[config.mk]
export PLATFORM = sky130hd
export DESIGN_NAME = mem_access
export DESIGN_NICKNAME = d
export VERILOG_FILES = /design/src/rtl/mem_access.sv
export SDC_FILE = /design/constraint.sdc
export NUM_CORES = 1
export LEC_CHECK = 0
export BUFFER_PORTS_ARGS = -buffer_cell sky130_fd_sc_hd__buf_2
export CAP_MARGIN = 40
export CORE_UTILIZATION = 45
export CTS_CLUSTER_SIZE = 20
export DETAILED_ROUTE_END_ITERATION = 16
export PLACE_DENSITY = 0.82
export SLEW_MARGIN = 15
export SYNTH_ARGS = -nofsm -noshare
export SYNTH_HDL_FRONTEND = slang
export SYNTH_SLANG_ARGS = --single-unit
[constraint.sdc]
create_clock -name clk -period 3.4 [get_ports clk]
set_clock_uncertainty 0.1 [all_clocks]
set_input_delay 0.85 -clock clk [delete_from_list [all_inputs] [get_ports clk]]
set_output_delay 0.85 -clock clk [all_outputs]
set_load 0.02 [all_outputs]
[src/rtl/mem_access.sv]
// Memory-access pipeline stage: IDLE/WAIT/DONE data-memory handshake, store lane steering,
// load extraction and writeback register. Define MEM_ALIGN_CHECK_EN to trap misaligned LH/LHU/SH/LW/SW.
module mem_access (
  input  logic        clk,
  input  logic        rst,
  input  logic        mem_MemRead,
  input  logic        mem_MemWrite,
  input  logic        mem_MemtoReg,
  input  logic        mem_RegWrite,
  input  logic        mem_lui_sig,
  input  logic [31:0] mem_alu_result,
  input  logic [31:0] mem_rdata_b,
  input  logic [5:0]  mem_opcode,
  input  logic [31:0] mem_imme_num,
  input  logic [4:0]  mem_wreg,
  output logic        dm_req,
  output logic        dm_we,
  output logic [31:0] dm_addr,
  output logic [3:0]  dm_be,
  output logic [31:0] dm_wdata,
  input  logic        dm_ready,
  input  logic [31:0] dm_rdata,
  output logic        mem_stall,
  output logic        wb_RegWrite,
  output logic [4:0]  wb_wreg,
  output logic [31:0] wb_wdata,
  output logic        mem_addr_err
);

  localparam logic [5:0] OP_LB  = 6'h20;
  localparam logic [5:0] OP_LH  = 6'h21;
  localparam logic [5:0] OP_LW  = 6'h23;
  localparam logic [5:0] OP_LBU = 6'h24;
  localparam logic [5:0] OP_LHU = 6'h25;
  localparam logic [5:0] OP_SB  = 6'h28;
  localparam logic [5:0] OP_SH  = 6'h29;
  localparam logic [5:0] OP_SW  = 6'h2B;

  typedef enum logic [1:0] {IDLE, WAIT, DONE} state_e;

  state_e      state_q;
  logic [31:0] rdata_q;
  logic        wb_regwrite_q;
  logic [4:0]  wb_wreg_q;
  logic [31:0] wb_wdata_q;

  logic        access;
  logic        misalign;
  logic        req_go;
  logic [1:0]  off;
  logic [7:0]  ld_byte;
  logic [15:0] ld_half;
  logic [31:0] load_data;
  logic [31:0] wb_wdata_d;
  logic        unused_imme;

  assign access      = mem_MemRead | mem_MemWrite;
  assign off         = mem_alu_result[1:0];
  assign unused_imme = ^mem_imme_num[31:16];

`ifdef MEM_ALIGN_CHECK_EN
  logic is_half;
  logic is_word;
  logic err_q;

  assign is_half      = (mem_opcode == OP_LH) || (mem_opcode == OP_LHU) || (mem_opcode == OP_SH);
  assign is_word      = (mem_opcode == OP_LW) || (mem_opcode == OP_SW);
  assign misalign     = access & ((is_half & off[0]) | (is_word & (off != 2'b00)));
  assign mem_addr_err = err_q;
`else
  assign misalign     = 1'b0;
  assign mem_addr_err = 1'b0;
`endif

  // A misaligned access never reaches the memory and so never stalls.
  assign req_go = access & ~misalign;

  always_comb begin
    dm_req    = 1'b0;
    mem_stall = 1'b0;
    case (state_q)
      IDLE: begin
        dm_req    = req_go & rst;
        mem_stall = req_go;
      end
      WAIT: begin
        dm_req    = 1'b1;
        mem_stall = 1'b1;
      end
      default: ;
    endcase
  end

  assign dm_addr = {mem_alu_result[31:2], 2'b00};
  assign dm_we   = mem_MemWrite;

  always_comb begin
    dm_be    = '1;
    dm_wdata = mem_rdata_b;
    if (mem_MemWrite) begin
      case (mem_opcode)
        OP_SB: begin
          dm_be    = 4'b0001 << off;
          dm_wdata = {4{mem_rdata_b[7:0]}};
        end
        OP_SH: begin
          dm_be    = off[1] ? 4'b1100 : 4'b0011;
          dm_wdata = {2{mem_rdata_b[15:0]}};
        end
        OP_SW:   ;
        default: ;
      endcase
    end
  end

  always_comb begin
    case (off)
      2'd0:    ld_byte = rdata_q[7:0];
      2'd1:    ld_byte = rdata_q[15:8];
      2'd2:    ld_byte = rdata_q[23:16];
      default: ld_byte = rdata_q[31:24];
    endcase
    ld_half = off[1] ? rdata_q[31:16] : rdata_q[15:0];
    case (mem_opcode)
      OP_LB:   load_data = {{24{ld_byte[7]}}, ld_byte};
      OP_LBU:  load_data = {24'h000000, ld_byte};
      OP_LH:   load_data = {{16{ld_half[15]}}, ld_half};
      OP_LHU:  load_data = {16'h0000, ld_half};
      OP_LW:   load_data = rdata_q;
      default: load_data = rdata_q;
    endcase
  end

  always_comb begin
    if (mem_lui_sig)       wb_wdata_d = {mem_imme_num[15:0], 16'h0000};
    else if (mem_MemtoReg) wb_wdata_d = load_data;
    else                   wb_wdata_d = mem_alu_result;
  end

  // Upstream holds the instruction through DONE, so the writeback is taken from the
  // captured word at the end of DONE, when mem_stall has dropped.
  always_ff @(posedge clk or negedge rst) begin
    if (!rst) begin
      state_q       <= IDLE;
      rdata_q       <= '0;
      wb_regwrite_q <= 1'b0;
      wb_wreg_q     <= '0;
      wb_wdata_q    <= '0;
`ifdef MEM_ALIGN_CHECK_EN
      err_q         <= 1'b0;
`endif
    end else begin
      case (state_q)
        IDLE: begin
          if (req_go) begin
            if (dm_ready) begin
              rdata_q <= dm_rdata;
              state_q <= DONE;
            end else begin
              state_q <= WAIT;
            end
          end
        end
        WAIT: begin
          if (dm_ready) begin
            rdata_q <= dm_rdata;
            state_q <= DONE;
          end
        end
        DONE:    state_q <= IDLE;
        default: state_q <= IDLE;
      endcase

      if (mem_stall) begin
        wb_regwrite_q <= 1'b0;
      end else begin
        wb_regwrite_q <= mem_RegWrite & ~misalign;
        wb_wreg_q     <= mem_wreg;
        wb_wdata_q    <= wb_wdata_d;
      end
`ifdef MEM_ALIGN_CHECK_EN
      err_q <= misalign & ~mem_stall;
`endif
    end
  end

  assign wb_RegWrite = wb_regwrite_q;
  assign wb_wreg     = wb_wreg_q;
  assign wb_wdata    = wb_wdata_q;

endmodule

==> flow_metrics.py <==
metrics = {
    "global_routing": {
        "antenna_found_initial": 2,
        "grt_pass1_wl_mm": 24.0,
        "grt_max_degree": 71,
        "grt_pass1_vias": 4559,
        "grt_usage": 0.285,
        "grt_overflow": 0,
    },
    "logic_synthesis": {
        "synthAdderAreaFrac": 0,
        "synth-xor-area-share": 0,
        "syn_inst": 527,
        "synth_top_area_frac": 0.385,
        "synth_common_cells": "dfrtp_1, nand2_1, mux2_2, nor2_1, buf_4",
        "avgSynthCellArea_um2": 8.89,
        "synthTopCellsByArea": "dfrtp_1, mux2_2, buf_4, nand2_1, nor2_1",
        "synthMuxAreaShare": 0.171,
        "synth-simple-area-share": 0.174,
        "yosysWarnings": 0,
        "async_reset_ff_frac": 1.00,
        "synth_compound_area_frac": 0.148,
        "yosysTopAreaCell": "dfrtp_1",
        "syn_area_mm2": 0.00468,
        "synth_top_family_by_area": "simple AND/OR/NAND/NOR gates",
        "yosysSeqAreaShare": 0.385,
        "ys_types": 42,
        "ys_ff_latch": 72,
        "synth-main-ff-cell": "dfrtp_1",
        "synth_edf_count": 0,
    },
    "clock_tree": {
        "path_clk_slew_ns": 0.08,
        "cts_hold_buf": 0,
        "cts_buffers": 9,
        "cts_tree": "built",
        "cts-root-buf": "clkbuf_8",
        "clkSinkCount": 72,
        "post_cts_buffers": 0,
        "h-tree-depth": 3,
        "cts_buffer_depth": 2,
        "cts_resized": 0,
        "clk_latency_ns": 0.36,
    },
    "finish": {
        "multi_input_area_mm2": 0.00233,
        "num-nets-final": 857,
        "drive_above_1_share": 0.463,
        "seqCellArea_mm2": 0.00180,
        "synthToLayoutAreaGrowth_pct": 25.5,
        "n_fill_cell": 888,
        "finalInstanceArea_mm2": 0.00588,
        "fin_cells": 850,
    },
    "worst_setup_path": {
        "critical-path-max-stage-delay_ns": 0.34,
        "critPathLaunchType": "primary input",
        "crit_fanout": 5,
        "path_cells": "buf_2 > nor4b_2 > nand3_1 > nor2_2 > buf_4 > mux2_2 > buf_2",
        "cp_data_required_time_ns": 2.45,
        "criticalPathCategory": "primary input to primary output",
        "cp_data_arrival_time_ns": 2.27,
        "cp_top_family": "simple AND/OR/NAND/NOR gates",
        "endpoint_kind": "primary output",
        "cpMostUsedCell": "buf_2",
        "crit_buf_inv": 3,
        "crit_path_top_delay_cell": "mux2_2",
    },
    "place": {
        "port_buffers": 237,
        "place_inst": 831,
        "placed_area_mm2": 0.00565,
        "place_congestion": 0.891,
        "dp_hpwl_mm": 11.8,
    },
    "route": {
        "route.detailed.drc": 0,
        "drt-pass1-iter-count": 5,
        "wl_mm": 15.4,
        "vias": 4708,
        "drtIter0Drc": 277,
        "routedWlPerCell_um": 18.1,
        "ant_nets": 0,
        "avgViaCountPerCell": 5.54,
    },
    "sta": {
        "fin_setup_tns_ns": 0,
        "timing.fmax_ghz": 0.311,
        "tightestPinTransition_ns": 0.672,
        "rsz0062_at_grt": "false",
        "hold_viol": 0,
        "setup_violations": 0,
        "period_share": 0.947,
        "period_minus_slack_ns": 3.22,
        "drv_slew": 0,
        "slew_headroom": 0.552,
    },
    "power_and_ir_drop": {
        "cellLeakagePower_nw": 3.00,
        "comb_power_share": 0.325,
        "ir_drop_v": 0.000222,
        "sw_frac_of_total": 0.377,
        "power_mw": 2.67,
        "powerDensity_mw_per_mm2": 454,
        "p_switching_mw": 1.01,
        "seqPwrFrac": 0.433,
        "clock_power_share": 0.242,
        "internal-power_mw": 1.66,
    },
    "floorplan": {
        "io_pins": 257,
        "rows": 36,
        "die_w_um": 104,
        "initial_core_util": 0.473,
        "dieArea_mm2": 0.0108,
        "core_mm2": 0.00991,
        "die_h_um": 104,
    },
    "job": {
        "maxCapViolCount": 0,
    },
    "min_path": {
        "min_path_type": "primary input to asynchronous set/reset pin",
    },
    "outcome": {
        "outcome": "completed",
    },
}
-- power groups by stage --
stage | Combinational [mW] | Sequential (mW) | Clock (mW)
floorplan | 0.478 | 1.22 | 0
global placement | 0.838 | 1.16 | 0
detailed placement | 0.862 | 1.17 | 0
CTS | 0.865 | 1.15 | 0.662
global route | 0.942 | 1.18 | 0.697
finish | 0.867 | 1.16 | 0.645
-- cell families (layout without fill, tap and decap cells) --
| kind of cell | after synthesis | count (layout) |
|---|---|---|
| mux | 72 | 72 |
| buf+inv | 100 | 286 |
| simple gates | 183 | 183 |
| compound gates | 99 | 99 |
| flops | 72 | 72 |
| other cells | 1 | 5 |
-- state kept, by name, indices dropped and copies added, names as in the netlist --
name	cells
rdata_q	32
wb_wdata	32
wb_wreg	5
state_q	2
wb_RegWrite	1
-- cell usage in the layout (no fill, tap or decap), types with 10 or more instances in the layout --
master and instances:
o21ai_0 25, nand2_1 72, nor2_1 52, o311ai_0 11, a31oi_1 17, mux2i_1 16
nand3_1 26, dfrtp_1 72, buf_2 236, clkbuf_8 10, inv_1 18, o311ai_1 12
buf_4 14, mux2_2 55
-- layout make-up --
class	instances	area share
multi-input cells	357	0.397
clock buffers	10	0.0234
clock inverters	6	0.00830
inverters	19	0.0121
diodes	2	0.000852
well taps	133	0.0283
flip-flops and latches	72	0.307
repair buffers	251	0.224
-- through the flow --
stage	hold WS, ns	setup slack (ns)	utilization
3_3_place_gp	0.344	0.171	0.570
3_5_place_dp	0.354	0.0952	0.570
6_report	0.174	0.182	0.593
2_1_floorplan	0.395	0.0677	-
4_1_cts	0.161	0.0906	0.589
5_1_grt	0.160	0.114	0.593
-- path summary, 6_finish.rpt --
| kind | startpoint | endpoint | slack [ns] | cells after the start |
|---|---|---|---|---|
| hold / removal | rst | wb_RegWrite | 0.17 | 1 |
| hold reg to reg | wb_wreg[3] | wb_wreg[3] | 0.37 | 2 |
| min in group clk | wb_wreg[3] | wb_wreg[3] | 0.37 | 2 |
| setup reg to reg | state_q[0] | wb_wdata[31] | 1.03 | 5 |
| max in group asynchronous | rst | wb_wdata[16] | 2.30 | 3 |
| setup / recovery | mem_opcode[2] | dm_wdata[13] | 0.18 | 7 |
-- layer usage --
| layer | track usage | share of wire | up-vias |
|---|---|---|---|
| met2 | 0.484 | 0.49 | 246 |
| li1 | - | - | 2187 |
| met1 | 0.357 | 0.41 | 2250 |
| met4 | 0.106 | 0.026 | 0 |
| met5 | 0 | 0 | - |
| met3 | 0.0589 | 0.073 | 25 |
No activity file was read; power rests on OpenSTA's default activity.
